$ cat src/rtl/serv_bus_arbiter_pkg.sv
// Shared types for the SERV instruction/data bus arbiter.
// The state encoding is fixed because it also appears in the core-wide parameter header.
package serv_bus_arbiter_pkg;

    localparam int WB_AW = 32;
    localparam int WB_DW = 32;
    localparam int WB_SW = 4;

    typedef enum logic [1:0] {
        ARB_IDLE   = 2'd0,
        ARB_GNT_I  = 2'd1,
        ARB_GNT_D  = 2'd2,
        ARB_RETIRE = 2'd3
    } arb_state_e;

    typedef struct packed {
        logic [WB_AW-1:0] adr;
        logic [WB_DW-1:0] dat;
        logic [WB_SW-1:0] sel;
        logic             we;
    } wb_req_t;

    function automatic logic is_grant(arb_state_e s);
        return (s == ARB_GNT_I) || (s == ARB_GNT_D);
    endfunction

endpackage

$ cat src/rtl/serv_bus_arbiter_watchdog.sv
// Saturating grant-cycle counter; flags a transfer that has been held for TIMEOUT_CYCLES cycles.
// TIMEOUT_CYCLES = 0 disables the hit output entirely.
module serv_bus_watchdog #(
    parameter int TIMEOUT_CYCLES = 255,
    parameter int TW             = 8
) (
    input  logic clk,
    input  logic i_rst,
    input  logic i_clr,
    input  logic i_en,
    output logic o_hit
);

    localparam logic [TW-1:0] LIMIT = TW'(TIMEOUT_CYCLES);

    logic [TW-1:0] count;

    always_ff @(posedge clk or posedge i_rst) begin
        if (i_rst) begin
            count <= '0;
        end else if (i_clr) begin
            count <= '0;
        end else if (i_en && (count != LIMIT)) begin
            count <= count + 1'b1;
        end
    end

    assign o_hit = (TIMEOUT_CYCLES != 0) && (count == LIMIT);

endmodule

$ cat src/rtl/serv_bus_arbiter.sv
// Shares one Wishbone master port between the SERV ibus and dbus.
// Registered grant, one transfer in flight, dbus has priority, watchdog-terminated stalls.
module serv_bus_arbiter
    import serv_bus_arbiter_pkg::*;
#(
    parameter int TIMEOUT_CYCLES = 255,
    parameter int TW             = 8
) (
    input  logic        clk,
    input  logic        i_rst,
    input  logic [31:0] i_ibus_adr,
    input  logic        i_ibus_cyc,
    output logic [31:0] o_ibus_rdt,
    output logic        o_ibus_ack,
    input  logic [31:0] i_dbus_adr,
    input  logic [31:0] i_dbus_dat,
    input  logic [3:0]  i_dbus_sel,
    input  logic        i_dbus_we,
    input  logic        i_dbus_cyc,
    output logic [31:0] o_dbus_rdt,
    output logic        o_dbus_ack,
    output logic [31:0] o_wb_adr,
    output logic [31:0] o_wb_dat,
    output logic [3:0]  o_wb_sel,
    output logic        o_wb_we,
    output logic        o_wb_cyc,
    input  logic [31:0] i_wb_rdt,
    input  logic        i_wb_ack,
    input  logic        i_wb_err,
    output logic        o_bus_fault
);

    arb_state_e state;
    arb_state_e state_next;

    logic    in_gnt;
    logic    wd_hit;
    logic    master_cyc;
    logic    term;
    logic    done;
    logic    fault;
    logic    done_rdt_ok;
    wb_req_t req;

    assign in_gnt = is_grant(state);

    // Counter is held at zero outside a grant, so every grant starts from 0.
    serv_bus_watchdog #(
        .TIMEOUT_CYCLES (TIMEOUT_CYCLES),
        .TW             (TW)
    ) u_wd (
        .clk   (clk),
        .i_rst (i_rst),
        .i_clr (!in_gnt),
        .i_en  (in_gnt),
        .o_hit (wd_hit)
    );

    always_ff @(posedge clk or posedge i_rst) begin
        if (i_rst) begin
            state <= ARB_IDLE;
        end else begin
            state <= state_next;
        end
    end

    always_comb begin
        state_next  = state;
        req         = '0;
        master_cyc  = 1'b0;
        o_wb_cyc    = 1'b0;

        case (state)
            ARB_IDLE: begin
                if (i_dbus_cyc) begin
                    state_next = ARB_GNT_D;
                end else if (i_ibus_cyc) begin
                    state_next = ARB_GNT_I;
                end
            end
            ARB_GNT_I: begin
                req.adr    = i_ibus_adr;
                req.dat    = '0;
                req.sel    = 4'hF;
                req.we     = 1'b0;
                master_cyc = i_ibus_cyc;
                o_wb_cyc   = 1'b1;
            end
            ARB_GNT_D: begin
                req.adr    = i_dbus_adr;
                req.dat    = i_dbus_dat;
                req.sel    = i_dbus_sel;
                req.we     = i_dbus_we;
                master_cyc = i_dbus_cyc;
                o_wb_cyc   = 1'b1;
            end
            default: begin
                state_next = ARB_IDLE;
            end
        endcase

        // A master abandoning its request also retires the grant, silently.
        term = in_gnt && (i_wb_ack || i_wb_err || wd_hit);
        if (in_gnt && (term || !master_cyc)) begin
            state_next = ARB_RETIRE;
        end
    end

    assign done        = term && master_cyc;
    assign fault       = done && !i_wb_ack;
    assign done_rdt_ok = done && i_wb_ack;

    assign o_wb_adr    = req.adr;
    assign o_wb_dat    = req.dat;
    assign o_wb_sel    = req.sel;
    assign o_wb_we     = req.we;

    assign o_ibus_ack  = done && (state == ARB_GNT_I);
    assign o_dbus_ack  = done && (state == ARB_GNT_D);
    assign o_ibus_rdt  = (done_rdt_ok && (state == ARB_GNT_I)) ? i_wb_rdt : 32'h0;
    assign o_dbus_rdt  = (done_rdt_ok && (state == ARB_GNT_D)) ? i_wb_rdt : 32'h0;
    assign o_bus_fault = fault;

endmodule
$ cat config.mk
export PLATFORM = sky130hd
export DESIGN_NAME = serv_bus_arbiter
export DESIGN_NICKNAME = d
export VERILOG_FILES = /design/src/rtl/serv_bus_arbiter_pkg.sv /design/src/rtl/serv_bus_arbiter_watchdog.sv /design/src/rtl/serv_bus_arbiter.sv
export SDC_FILE = /design/constraint.sdc
export NUM_CORES = 1
export LEC_CHECK = 0
export BUFFER_PORTS_ARGS = -buffer_cell sky130_fd_sc_hd__buf_2
export CAP_MARGIN = 20
export CORE_AREA = 2 2 107 109
export CTS_BUF_LIST = sky130_fd_sc_hd__clkbuf_8 sky130_fd_sc_hd__clkbuf_16
export DETAILED_ROUTE_END_ITERATION = 6
export DIE_AREA = 0 0 109 111
export GPL_ROUTABILITY_DRIVEN = 1
export HOLD_SLACK_MARGIN = 0.02
export PLACE_DENSITY_LB_ADDON = 0.25
export SLEW_MARGIN = 5
export SYNTH_ARGS = -nofsm -noshare
export SYNTH_HDL_FRONTEND = slang
export SYNTH_HIERARCHICAL = 1
export SYNTH_SLANG_ARGS = --single-unit
$ cat constraint.sdc
create_clock -name clk -period 7.1 [get_ports clk]
set_clock_uncertainty 0.15 [all_clocks]
set_input_delay 1.42 -clock clk [delete_from_list [all_inputs] [get_ports clk]]
set_output_delay 1.42 -clock clk [all_outputs]
set_load 0.02 [all_outputs]
==> impl_results.md <==
- Placed inst area: 0.00324 mm²
- Clk Latency, worst-skew pair: 0.24 ns
- Syn Nets: 379
- Adder-cell share of the synthesized area: 2.70%
- Static leakage: 2.21 nW
- Share of the synthesized area in the top cell type: 22.3%
- Total track usage: 13.0%
- DRT iter0 DRCs: 123
- Hold WC Path Type: register to register
- Utilization after layout: 30.1%
- Routed Antenna Nets: 0
- Initial antenna violation count: 0
- Global-route wire length before repair: 12800 µm
- IO Pins: 276
- Initial DRT Pass Iterations: 4
- WS Path Type: register to output port
- Mux cell area share after synthesis: 2.16%
- Area contributors post-synth: and2_1 22%, a22o_1 15%, dfrtp_1 14%
- Core area: 0.0111 mm²
- Syn Area/Cell: 7.84 µm²
- Seq/Total Area, Yosys: 13.5%
- Die height: 111 µm
- Final Hold Viols: 0
- Worst hold margin: 0.360 ns
- Grt met2 use: 23.8%
- # rows: 39
- Met3 Track Usage GR: 2.06%
- WP data required: 5.53 ns
- Arrival time of the worst setup path: 2.66 ns
- Main combinational cell family by area after synthesis: simple AND/OR/NAND/NOR gates
- Antenna Cells: 0
- Worst vdd ir: 0.173 mV
- Final setup violation count: 0
- Vias in the first global route: 2588
- Simple-Gate Fraction of Synth Area: 46.0%
- Tightest Pin Transition: 1.01 ns
- Drc violations: 0
- RSZ-0062 raised after global routing: no
- Met1 Use GR: 15.5%
- Number of distinct library cells after synthesis: 39
- TritonCTS buffer count: 3
- Critical Path Sink Type: output port
- HPWL after DPL: 7110 µm
- Post-route minimum period: 4.23 ns
- Starting Density: 16.7%
- Die footprint: 0.0121 mm²
- Largest buffer count on any clock path: 2
- XOR/XNOR Fraction of Synth Area: 0%
- Worst-path clk slew: 0.04 ns
- Vias per cell: 4.36
- Cells after synthesis: 236
- Synth-to-layout area growth: 80.2%
- Share of layout cells above drive strength 1: 60.4%
- Routed WL: 8790 µm
- CTS root buf: clkbuf_16
- Largest net degree at the start of global routing: 49
- Status: complete, no violations
- Slew headroom: 32.8%
- CTS sink count: 10
- Post-synthesis compound-gate area fraction: 24.8%
- # resized after CTS: 0
- Design area: 0.00333 mm²
- Die width: 109 µm
- CTS tree: yes
- Synthesized cell area: 0.00185 mm²
- Final max-slew violation count: 0
- Dominant cell type by area after synthesis: and2_1
- Grt peak-use layer: met2
- Placed cells: 631
- Max-cap viol count: 0
- Fmax: 236 MHz
- Grt total ovfl: 0
- Max H-tree Level: 1
- Layout Cells excl Fill: 635
- Final nets: 637
- Routed via count: 2771
- Setup crit start kind: register
- Power Density: 353 mW/mm²
- Postcts setup bufs: 0
- IO buf count: 275
- Gp weighted congestion: 0.811
- Setup TNS: 0 ns
- # hold bufs at CTS: 0
- DR WL/cell: 13.8 µm
- Maximum net fanout on the critical path: 38
- Ys Warns: 6
- Period utilisation layout: 59.6%
- Synth Register Bits: 10
[cells in the mapped netlist (all sizes together)]
cell          number
a21boi             1
and3              38
o21ai              1
nand4              2
a31oi              2
and2              67
inv                6
a21o               4
nand2b             2
a211oi             2
nand3              4
nor4               1
nor2               9
dlymetal6s2s       1
ha                 4
mux2               2
clkbuf             6
nand2              1
a22o              32
or3                1
a311oi             1
buf               18
a21oi              5
mux2i              1
a41oi              2
and4               1
nor3               3
dfrtp             10
a22oi              1
nor3b              2
a221oi             2
nor2b              4
[per-stage QoR]
step	total power, mW	setup WS [ns]
2_1_floorplan	0.797	3.34
3_3_place_gp	1.06	2.95
3_5_place_dp	1.06	2.89
4_1_cts	1.17	2.63
5_1_grt	1.25	2.57
6_report	1.18	2.87
[power breakdown]
| group | internal, mW | switching (mW) |
|---|---|---|
| Combinational | 0.361 | 0.639 |
| Sequential | 0.0685 | 0.00913 |
| Clock | 0.0730 | 0.0265 |
[cell families (layout without fill, tap and decap cells)]
group	after synthesis	after routing
simple gates	135	135
buf+inv	31	287
mux	3	3
compound gates	53	53
flops	10	10
fa+ha+maj	4	4
[state kept, by name (all words and copies together) (netlist names)]
register	count
u_wd/count	8
state	2
[worst max-delay path, cell delays in order, from the launching register on]
cell and delay (ns):
dfrtp_1 0.39, inv_1 0.13, ha_1 0.84, a21oi_2 0.16, nor2_4 0.49, and2_1 0.23
buf_2 0.18
[final cells by class]
cell class / instances / area [µm²]
repair buffers: 278 / 1410
multi-input cells: 195 / 1400
clock buffers: 3 / 75.1
well taps: 143 / 179
flip-flops and latches: 10 / 250
inverters: 6 / 22.5
fillers: 1245 / 7740
[metal layers]
metal,vias up,routed length [µm]
met1,1251,3570
li1,1355,-
met4,0,94
met2,155,4340
met5,-,0
met3,10,789
[path summary, 6_finish.rpt]
path,start,to,slack (ns),depth (start not counted)
worst max-delay path,state[0]$_DFFE_PP0P_,o_ibus_rdt[5],2.87,6
worst min-delay path,u_wd/count[5]$_DFFE_PP0P_,u_wd/count[5]$_DFFE_PP0P_,0.36,1
worst max register to register,state[0]$_DFFE_PP0P_,state[0]$_DFFE_PP0P_,4.79,6
worst min register to register,u_wd/count[5]$_DFFE_PP0P_,u_wd/count[5]$_DFFE_PP0P_,0.36,1
max in group asynchronous,i_rst,u_wd/count[4]$_DFFE_PP0P_,5.58,2
min in group asynchronous,i_rst,state[0]$_DFFE_PP0P_,0.89,2
[cell usage in the layout, fill, tap and decap left out, types with 2 or more instances in the layout]
cell	instances
a22o_1	32
nor2_4	2
and3_1	38
and2_1	66
buf_4	2
nand4_1	2
mux2_4	2
ha_1	4
a21oi_1	2
a41oi_1	2
nor3_1	2
buf_2	275
nor2_1	7
a21oi_2	3
nor2b_1	4
inv_1	6
a21o_1	4
nand3_1	2
clkbuf_16	3
a221oi_2	2
nor3b_1	2
nand2b_1	2
a211oi_1	2
dfrtp_1	10
a31oi_1	2
nand3_2	2
No activity file was read; power rests on OpenSTA's default activity.
